**config.mk**
```make
export PLATFORM = sky130hd
export DESIGN_NAME = fetch_stage
export DESIGN_NICKNAME = d
export VERILOG_FILES = /design/src/rtl/riscv_pkg.sv /design/src/rtl/if_id_register.sv /design/src/rtl/fetch_stage.sv
export SDC_FILE = /design/constraint.sdc
export NUM_CORES = 1
export LEC_CHECK = 0
export ABC_AREA = 1
export BUFFER_PORTS_ARGS = -buffer_cell sky130_fd_sc_hd__buf_2
export CORE_UTILIZATION = 54
export DETAILED_ROUTE_END_ITERATION = 16
export GPL_ROUTABILITY_DRIVEN = 0
export PLACE_DENSITY = 0.8
export SLEW_MARGIN = 20
export SYNTH_ARGS = -nofsm -noshare
export SYNTH_HDL_FRONTEND = slang
export SYNTH_SLANG_ARGS = --single-unit
```
**constraint.sdc**
```tcl
create_clock -name clk -period 6.05 [get_ports clk]
set_input_delay 0.3025 -clock clk [delete_from_list [all_inputs] [get_ports clk]]
set_output_delay 0.3025 -clock clk [all_outputs]
set_load 0.05 [all_outputs]
```
**src/rtl/riscv_pkg.sv**
```systemverilog
// Shared definitions for the RISC-V core front end.
//   XLEN_DEFAULT  : default datapath / PC width
//   NOP_INSTR     : canonical bubble instruction (addi x0, x0, 0)
//   fetch_state_t : instruction-fetch handshake states
package riscv_pkg;

  localparam int          XLEN_DEFAULT = 32;
  localparam logic [31:0] NOP_INSTR    = 32'h0000_0013;

  typedef enum logic [1:0] {
    FETCH = 2'd0,  // request outstanding for pc
    HOLD  = 2'd1,  // instruction buffered while decode is stalled
    DRAIN = 2'd2   // waiting out a request killed by a redirect
  } fetch_state_t;

endpackage

```
**src/rtl/if_id_register.sv**
```systemverilog
// IF/ID pipeline register.
//   clk, rst            : clock, asynchronous active-high reset (to bubble)
//   load                : capture next_* as a valid instruction
//   bubble              : insert a NOP bubble (wins over load)
//   next_pc, next_pc_plus4, next_instr : values captured on load
//   pc, pc_plus4, instr, valid         : register contents seen by decode
// With neither load nor bubble the register holds.
module if_id_register
  import riscv_pkg::*;
#(
  parameter int XLEN = XLEN_DEFAULT
) (
  input  logic            clk,
  input  logic            rst,
  input  logic            load,
  input  logic            bubble,
  input  logic [XLEN-1:0] next_pc,
  input  logic [XLEN-1:0] next_pc_plus4,
  input  logic [31:0]     next_instr,
  output logic [XLEN-1:0] pc,
  output logic [XLEN-1:0] pc_plus4,
  output logic [31:0]     instr,
  output logic            valid
);

  // A bubble is identical to the reset state so decode sees one NOP encoding.
  always_ff @(posedge clk or posedge rst) begin
    if (rst) begin
      pc       <= '0;
      pc_plus4 <= '0;
      instr    <= NOP_INSTR;
      valid    <= 1'b0;
    end else if (bubble) begin
      pc       <= '0;
      pc_plus4 <= '0;
      instr    <= NOP_INSTR;
      valid    <= 1'b0;
    end else if (load) begin
      pc       <= next_pc;
      pc_plus4 <= next_pc_plus4;
      instr    <= next_instr;
      valid    <= 1'b1;
    end
  end

endmodule

```
**src/rtl/fetch_stage.sv**
```systemverilog
// Instruction-fetch stage: owns the PC, the instruction-memory handshake and
// the IF/ID register. Tolerates variable-latency memory via a FETCH/HOLD/DRAIN
// FSM and a one-entry hold buffer.
//   clk, rst        : clock, asynchronous active-high reset
//   pc_write_id     : 0 = stall (hold PC and IF/ID)
//   flush_pc        : 1 = IF/ID loads a bubble
//   branch_taken    : MEM-stage redirect, to branch_target (word aligned here)
//   imem_req/addr   : request to instruction memory, stable until ack
//   imem_ack/rdata  : one-cycle acknowledge with data in the same cycle
//   pc_id, pc_plus4_id, instr_id, valid_id : IF/ID register outputs
module fetch_stage
  import riscv_pkg::*;
#(
  parameter int              XLEN     = XLEN_DEFAULT,
  parameter logic [XLEN-1:0] RESET_PC = '0
) (
  input  logic            clk,
  input  logic            rst,
  input  logic            pc_write_id,
  input  logic            flush_pc,
  input  logic            branch_taken,
  input  logic [XLEN-1:0] branch_target,
  output logic            imem_req,
  output logic [XLEN-1:0] imem_addr,
  input  logic            imem_ack,
  input  logic [31:0]     imem_rdata,
  output logic [XLEN-1:0] pc_id,
  output logic [XLEN-1:0] pc_plus4_id,
  output logic [31:0]     instr_id,
  output logic            valid_id
);

  fetch_state_t    state, state_next;
  logic [XLEN-1:0] pc, pc_next;
  logic [XLEN-1:0] redirect_pc, redirect_pc_next;
  logic [31:0]     buffer, buffer_next;
  logic [XLEN-1:0] pc_plus4;
  logic [XLEN-1:0] target;
  logic            deliver;
  logic [31:0]     deliver_instr;

  // Natural-width add wraps modulo 2^XLEN.
  assign pc_plus4 = pc + XLEN'(4);
  assign target   = {branch_target[XLEN-1:2], 2'b00};

  // In DRAIN pc still holds the killed address, so imem_addr is pc everywhere.
  assign imem_addr = pc;
  assign imem_req  = !rst && (state != HOLD);

  // NOTE: state registers use non-blocking assignments so every flop samples
  // pre-edge values; combinational logic below uses blocking assignments.
  always_ff @(posedge clk or posedge rst) begin
    if (rst) begin
      state       <= FETCH;
      pc          <= RESET_PC;
      redirect_pc <= RESET_PC;
    end else begin
      state       <= state_next;
      pc          <= pc_next;
      redirect_pc <= redirect_pc_next;
    end
  end

  // NOTE: the hold buffer is pure data qualified by the HOLD state, so it has
  // no reset; its contents are never observed before being written.
  always_ff @(posedge clk) begin
    buffer <= buffer_next;
  end

  // NOTE: every output of this block gets a default first so no latch can form.
  always_comb begin
    state_next       = state;
    pc_next          = pc;
    redirect_pc_next = redirect_pc;
    buffer_next      = buffer;
    deliver          = 1'b0;
    deliver_instr    = imem_rdata;

    unique case (state)
      FETCH: begin
        if (imem_ack) begin
          if (branch_taken) begin
            pc_next = target;
          end else if (pc_write_id) begin
            deliver = 1'b1;
            pc_next = pc_plus4;
          end else begin
            buffer_next = imem_rdata;
            state_next  = HOLD;
          end
        end else if (branch_taken) begin
          // Request cannot be withdrawn; remember where to go once it returns.
          redirect_pc_next = target;
          state_next       = DRAIN;
        end
      end
      HOLD: begin
        deliver_instr = buffer;
        if (branch_taken) begin
          pc_next    = target;
          state_next = FETCH;
        end else if (pc_write_id) begin
          deliver    = 1'b1;
          pc_next    = pc_plus4;
          state_next = FETCH;
        end
      end
      DRAIN: begin
        // The newest redirect wins, including one arriving with the ack.
        if (branch_taken) begin
          redirect_pc_next = target;
        end
        if (imem_ack) begin
          pc_next    = branch_taken ? target : redirect_pc;
          state_next = FETCH;
        end
      end
      default: begin
        state_next = FETCH;
      end
    endcase
  end

  // Flush beats stall; otherwise a non-stalled cycle without delivery is a bubble.
  if_id_register #(
    .XLEN(XLEN)
  ) u_if_id (
    .clk           (clk),
    .rst           (rst),
    .load          (deliver),
    .bubble        (flush_pc || (pc_write_id && !deliver)),
    .next_pc       (pc),
    .next_pc_plus4 (pc_plus4),
    .next_instr    (deliver_instr),
    .pc            (pc_id),
    .pc_plus4      (pc_plus4_id),
    .instr         (instr_id),
    .valid         (valid_id)
  );

endmodule

```
==> results.txt, run 1 <==
TritonCTS built the clock tree. The first global-routing pass estimated 34.8 mm of wire. The largest net degree at the start of global routing came out at 94.

After layout, the worst setup slack is 3.23 ns. The logic depth of the worst setup path including buffers is 7. In this run the worst path has a maximum fanout of 36.

The signal on the critical path passes through nand2_4 -> o21ai_2 -> nand2_2 -> clkinv_2 -> nand3_1 -> a21oi_1 -> a21oi_1. The power per cell area is 356 nW/um^2. The routed wire length per instance is between 15 and 20 um. The number of remaining DRC errors came out at 0. The tool flagged a number of max-cap violations equal to 0. The total setup violations reported at the end of the flow is 0.

The clock transition at the registers of the reported paths is 0.08 ns. The total number of vias is 7148. The total iterations of the first detailed-routing run is 5.

The hold violation total from the final report is 0. The total number of yosys warnings is 0. On the critical path, the stage with the largest delay is an instance of sky130_fd_sc_hd__nand2_2.

The flop and latch count out of synthesis is ~190. Compared with the post-synthesis result, the final layout area differs by 19.5%. The sum of negative setup slack is 0 ns. The ratio of final minimum period to clock period came out at 46.6%. The total overflow reported by the global router is 0. The top cell type by area accounts for between 40 and 50% of the synthesized area.

The width of the die is 128 um. Global routing consumed, over all layers together, between 20 and 30% of the routing resources. On the final layout, the worst clock skew is between 0.008 and 0.009 ns. The instance count of the mapped netlist came out at 937. The startpoint identified for the worst register-to-register timing path is state[0]. The post-layout instance area is 10200 um^2.

The number of standard cells in the layout, taps in and fillers out came out at 1338. The mean post-synth cell area came out at 9.14 um^2. The synthesized design spends more area on one cell type than any other, namely sky130_fd_sc_hd__dfrtp_1. The tightest slew margin relative to the limit is between 30 and 40%. The total power came out at 3.65 mW. The cell that appears most often on the critical path is sky130_fd_sc_hd__a21oi_1.

The count of instances resized after the clock tree is built is 0. The data required time of the worst path is 6.41 ns. The total area inside the core boundary comes to 15400 um^2. The cell sitting at the root of the clock tree is a sky130_fd_sc_hd__clkbuf_16. The total inserted antenna cells came out at 0. The leakage component of the power is 5.36 nW. The CTS sink count came out at 193. After synthesis, flip-flops and latches occupy 58.3% of the total area. The gate family responsible for the most delay along the worst path is simple AND/OR/NAND/NOR gates. The synthesized netlist contains 32 unique library cells. The critical path data arrival time is 3.18 ns. The measured slew at the worst slew-check pin is ~0.95 ns.

Tracing the worst setup path back leads to its startpoint at state[0]. For the worst-skew pair, the clock arrives at the later sink with an insertion delay of approximately 0.44 ns. The cell area that synthesis handed to floorplanning was between 8000 and 9000 um^2. The via count of the first global-routing pass came out at 6682. Setup repair after global routing left no endpoint under its margin. The floorplan die height is 128 um. In the final design database the tool counted 1185 nets. The type of element launching the critical path is a flip-flop. The number of buffer and inverter stages on the critical path came out at 1. 200 I/O pins were placed. Cells with a size suffix above 1 make up a little under a quarter of the layout. Timing analysis after detailed placement gives a worst setup slack of 3.12 ns. The area after detailed placement came out at between 9000 and 10000 um^2. The kind of path behind the tightest hold check is input port to asynchronous set/reset pin.

The sum of net half-perimeters after detailed placement came out at about 15 mm. The delay of the slowest cell on the worst path came out at 0.57 ns. The peak ir drop on the vdd network came out at 230 uV. The number of cell rows came out at 45. The flow ran to the end, and the final reports show no timing, DRC or antenna violations. Post-CTS timing repair inserted 0 buffers for setup.

The internal reg-to-reg setup slack is between 3 and 4 ns. The number of DRC markers in iteration 0 came out at 501. The endpoint identified for the worst register-to-register timing path is imem_addr[5]. The achievable clock frequency came out at 354 MHz. The die covers 16400 um^2.

The count of H-tree levels built during CTS is 4. Buffers inserted to repair hold after CTS numbered 0. In this run, CTS created clock tree buffers numbering 17.

The final core utilization came out at 66.6%. The number of nets handed over by synthesis was 1008. The worst hold slack came out at 0.0356 ns. The detail route stage leaves a number of antenna-violating nets equal to 0.

The number of buffers inserted by port buffering came out at just under 200. After synthesis, the cell types taking the most area are sky130_fd_sc_hd__dfrtp_1, sky130_fd_sc_hd__nand2_1, sky130_fd_sc_hd__edfxtp_1. The max-slew violation count is 0.

The routed design has 21.9 mm of wire. The shortest period the worst path allows is 2.82 ns. The initial antenna violation count is 0. The kind of end point of the critical path is a flip-flop. Using the TritonRoute via totals, the vias-per-cell ratio works out to 5.34. The number of cell instances on the worst register-to-register path is 7. The critical path in this run is classified as flip-flop to flip-flop. No sink is reached through more buffers than the 2 on the longest clock path. Including well taps, the total number of placed cells is 1306. The effective utilization at floorplan came out at between 50% and 60%.
where the power goes:
part | total (mW) | internal, mW | leakage (nW) | switching (mW)
Clock | 1.12 | 0.590 | 0.288 | 0.532
Sequential | 1.59 | 1.46 | 2.38 | 0.124
Combinational | 0.940 | 0.229 | 2.69 | 0.711
worst register-to-register path: cells and delay by family (launching register included):
family          cells  cell delay, ns
compound gates      3            0.38
buf+inv             1            0.56
flops               1            0.50
simple gates        3            1.32
how the worst max path moves through the flow:
stage,endpoint
floorplan,imem_addr[0]
global placement,u_if_id.instr[0]
detailed placement,u_if_id.instr[29]
CTS,imem_addr[5]
global route,imem_addr[5]
finish,imem_addr[5]
area by class of cell:
class | instances | area, um^2
well taps | 211 | 264
repair buffers | 201 | 1020
clock buffers | 17 | 425
inverters | 79 | 303
multi-input cells | 622 | 3080
flip-flops and latches | 193 | 4990
fillers | 1229 | 5130
clock inverters | 15 | 161
layout by cell type, fill, tap and decap left out, types with 2 or more instances in the layout:
master / instances
sky130_fd_sc_hd__inv_6: 8
sky130_fd_sc_hd__o21ai_0: 95
sky130_fd_sc_hd__clkbuf_16: 17
sky130_fd_sc_hd__buf_2: 197
sky130_fd_sc_hd__a22o_1: 15
sky130_fd_sc_hd__mux2i_1: 29
sky130_fd_sc_hd__buf_4: 4
sky130_fd_sc_hd__nor2_1: 89
sky130_fd_sc_hd__o21ai_1: 4
sky130_fd_sc_hd__nand2_2: 4
sky130_fd_sc_hd__inv_8: 4
sky130_fd_sc_hd__dfrtp_1: 158
sky130_fd_sc_hd__clkinv_4: 2
sky130_fd_sc_hd__a31oi_1: 2
sky130_fd_sc_hd__inv_2: 3
sky130_fd_sc_hd__nand3_1: 17
sky130_fd_sc_hd__a21oi_1: 32
sky130_fd_sc_hd__edfxtp_1: 32
sky130_fd_sc_hd__o22ai_1: 25
sky130_fd_sc_hd__inv_1: 74
sky130_fd_sc_hd__dfstp_2: 3
sky130_fd_sc_hd__nor2_2: 5
sky130_fd_sc_hd__and2_1: 2
sky130_fd_sc_hd__nand2_1: 266
sky130_fd_sc_hd__xor2_1: 15
sky130_fd_sc_hd__a22oi_1: 6
sky130_fd_sc_hd__nor2_4: 10
sequential cells by signal, summed over array words and instances (netlist names):
name / cells
buffer: 32
u_if_id.instr: 32
u_if_id.pc: 30
u_if_id.valid: 1
redirect_pc: 32
imem_addr: 32
state: 2
u_if_id.pc_plus4: 32
logic make-up after synthesis:
family,after synthesis,synth area share (%)
flops,193,58.3
buf+inv,122,5.96
mux,29,3.39
simple gates,395,18.7
fa+ha+maj,1,0.146
xor+xnor,15,1.53
compound gates,182,12.0
per-layer routing:
metal | global-route usage (%) | share of wire (%) | vias up
met5 | 0 | 0 | -
li1 | - | - | 3414
met1 | 38.5 | 43 | 3360
met2 | 42.9 | 46 | 327
met3 | 6.18 | 8.1 | 47
met4 | 11.7 | 2.7 | 0
synth_stat cells, drive strengths merged:
cell type  number
xor2           15
nand4           1
nor2          104
a31oi           2
dfrtp         158
mux2i          29
o21ai         100
dfstp           3
o211ai          1
o22ai          25
clkbuf         18
a22o           15
nand3          17
inv            78
edfxtp         32
clkinv          1
buf            25
a41oi           1
and2            2
ha              1
a22oi           6
nand2         271
a21oi          32
No activity file was read; power rests on OpenSTA's default activity.
==> run 2: changes to the inputs <==
==> constraint.sdc (replaced) <==
create_clock -name clk -period 2.9 [get_ports clk]
set_input_delay 0.145 -clock clk [delete_from_list [all_inputs] [get_ports clk]]
set_output_delay 0.145 -clock clk [all_outputs]
set_load 0.05 [all_outputs]
==> results.txt, run 2 (synthesis results as in run 1) <==
The TritonCTS clock tree is yes. The clock transition at the registers of the reported paths is 0.07 ns. The top cell types in the final layout, fill and taps aside, are sky130_fd_sc_hd__nand2_1, sky130_fd_sc_hd__buf_2, sky130_fd_sc_hd__dfrtp_1.

The shortest period the worst path allows is 2.36 ns. The global-route track usage on met1 is 41.7%. STA puts the critical path data arrival time at 2.22 ns. The total iterations of the first detailed-routing run came out at 5. The growth of design area from synthesis to finish is 26.7%. The floorplan step defined a core boundary enclosing 15400 um^2. The final worst clock skew came out at 0.0103 ns. The peak ir drop on the vdd network came out at roughly 460 uV. The hold violation total from the final report is 0. The clock buffer count from CTS is 17. Global routing used 29.8% of the available tracks across all layers. The area after detailed placement is 9730 um^2. The met3 track demand over resource in global routing is 6.51%. The total overflow reported by the global router is 0. After routing the design area is 10900 um^2. The clock root buffer is sky130_fd_sc_hd__clkbuf_16. The ratio of final minimum period to clock period came out at about four fifths. The die outline area is 16400 um^2. The clock tree synthesis step divided the H-tree into 4 levels. The achievable clock frequency is 423 MHz. The number of instances in the placed design came out at 1313. Setup repair after global routing left no endpoint under its margin.

The via count of the first global-routing pass came out at 6957. The total number of vias is between 7000 and 8000. The library cell used most frequently in the layout, excluding fill and tap cells, is sky130_fd_sc_hd__nand2_1. Measured on the finished design, the core utilization comes to 70.6%. In the routed design, unresolved DRC markers number 0.

The critical path is of the flip-flop to output port type. The number of buffers inserted by port buffering is 197. The measured slew at the worst slew-check pin came out at 0.782 ns.

Dividing the detail-routed wire length by the instance count gives 16.8 um. Measured against its own limit, the worst slew margin works out to 47.7%. The power per cell area came out at 702 nW/um^2. The area used by multi-input combinational logic came out at slightly above 3000 um^2. The number of post-CTS setup repair buffers is 0. The kind of end point of the critical path is an output port. The floorplan die height is 128 um.

The number of standard cells in the layout, taps in and fillers out is 1402. The total setup violations reported at the end of the flow is 0. The leakage component of the power is 5.62 nW. The tightest min-delay check is of the input port to flip-flop type.

In the global route stage, met2 resource usage came out at 46.8%. The via density per instance is between 5 and 6. The number of maximum-capacitance violations is 0. In this run the core area contains 45 standard-cell rows.

The total power is 7.61 mW. The number of top-level pins came out at 200. At the later pin of the worst-skew pair, clock insertion delay measures 0.44 ns. The setup check on the worst reg-to-reg path leaves a slack of 0.88 ns.

The clock passes through at most 2 buffers. The sequential cell area in the final layout is approximately 5000 um^2. The CTS sink count came out at 193.

The maximum fanout encountered on the critical timing path is 35. The highest-utilization routing layer at the global route stage is met2. The max-slew violation count is 0. After legalization and detailed placement, the total HPWL measured 15.9 mm.

The detailed router finished its first iteration with around 530 violations. The count of filler cells inserted in the layout is 1123. The width of the die came out at approximately 130 um.

The post-detailed-routing wire length is 23.5 mm. In the final layout, the share of cells above drive strength 1 is 22.5%. The data required time of the worst path is 2.76 ns. The effective utilization at floorplan came out at 55.7%. The first global-routing pass estimated ~37 mm of wire. STA classifies the critical path startpoint as a flip-flop. The largest net degree at the start of global routing is 94. The initial antenna violation count came out at 0. The post-layout net count is 1248. The number of antenna-violating nets in the routed design is 0. The sum of negative setup slack is 0 ns. The flow ran to the end, and the final reports show no timing, DRC or antenna violations.
[run 2: changes by cell type in the layout (fill, tap and decap cells not counted)]
cell                            before  now
sky130_fd_sc_hd__dlygate4sd3_1       0   56
sky130_fd_sc_hd__buf_4               4    9
sky130_fd_sc_hd__clkbuf_1            0    1
sky130_fd_sc_hd__inv_8               4    2
sky130_fd_sc_hd__bufinv_16           1    0
sky130_fd_sc_hd__clkbuf_8            0    1
sky130_fd_sc_hd__inv_6               8    6
sky130_fd_sc_hd__diode_2             0    1
sky130_fd_sc_hd__buf_12              0    2
sky130_fd_sc_hd__clkinv_4            2    4
sky130_fd_sc_hd__clkinvlp_4          1    2
[run 2: layer usage]
layer	vias up	part of all wire (%)
li1	3545	-
met1	3537	44
met2	281	48
met3	32	6.9
met4	0	1.8
met5	-	0
[run 2: critical path, cell delays in order (launching register included)]
cell                      delay (ns)
sky130_fd_sc_hd__dfrtp_1        0.49
sky130_fd_sc_hd__nand2_4        0.12
sky130_fd_sc_hd__buf_4          0.47
sky130_fd_sc_hd__inv_1          0.20
sky130_fd_sc_hd__nor2_1         0.18
sky130_fd_sc_hd__buf_2          0.30
[run 2: through the flow]
stage                     setup WS, ns  hold WS, ns
after CTS                        0.657     0.000298
final                            0.537      0.00774
after detailed placement         0.787        0.237
after floorplan                  0.383        0.244
after global placement           0.869        0.246
after global routing             0.447       0.0123
[run 2: repair_timing]
| action | 4_1_cts | 5_1_grt |
|---|---|---|
| gates resized for setup | 0 | 0 |
| endpoints found under the hold margin | 79 | 0 |
| hold buffers | 56 | 0 |
[run 2: cell type report]
cell class	instances	area share, %
multi-input combinational	622	28.3
inverter	79	2.78
antenna	1	0.0231
clock buffer	19	4.08
tap	211	2.43
timing repair buffer	264	15.2
clock inverter	13	1.08
sequential	193	46.0
[run 2: power by group]
part	total (mW)	leakage [nW]	switching, mW	internal (mW)
Sequential	3.32	2.38	0.265	3.05
Combinational	2.04	2.96	1.50	0.537
Clock	2.25	0.274	1.10	1.15
Total	7.61	5.62	2.87	4.75
[run 2: final timing paths]
path | from | depth (start not counted) | endpoint
worst max-delay path | state[0] | 5 | imem_req
worst min-delay path | branch_target[25] | 3 | redirect_pc[25]
worst max register to register | state[0] | 6 | redirect_pc[15]
worst min register to register | u_if_id.pc_plus4[22] | 2 | u_if_id.pc_plus4[22]
max in group asynchronous | rst | 4 | u_if_id.pc_plus4[24]
min in group asynchronous | rst | 3 | u_if_id.instr[26]
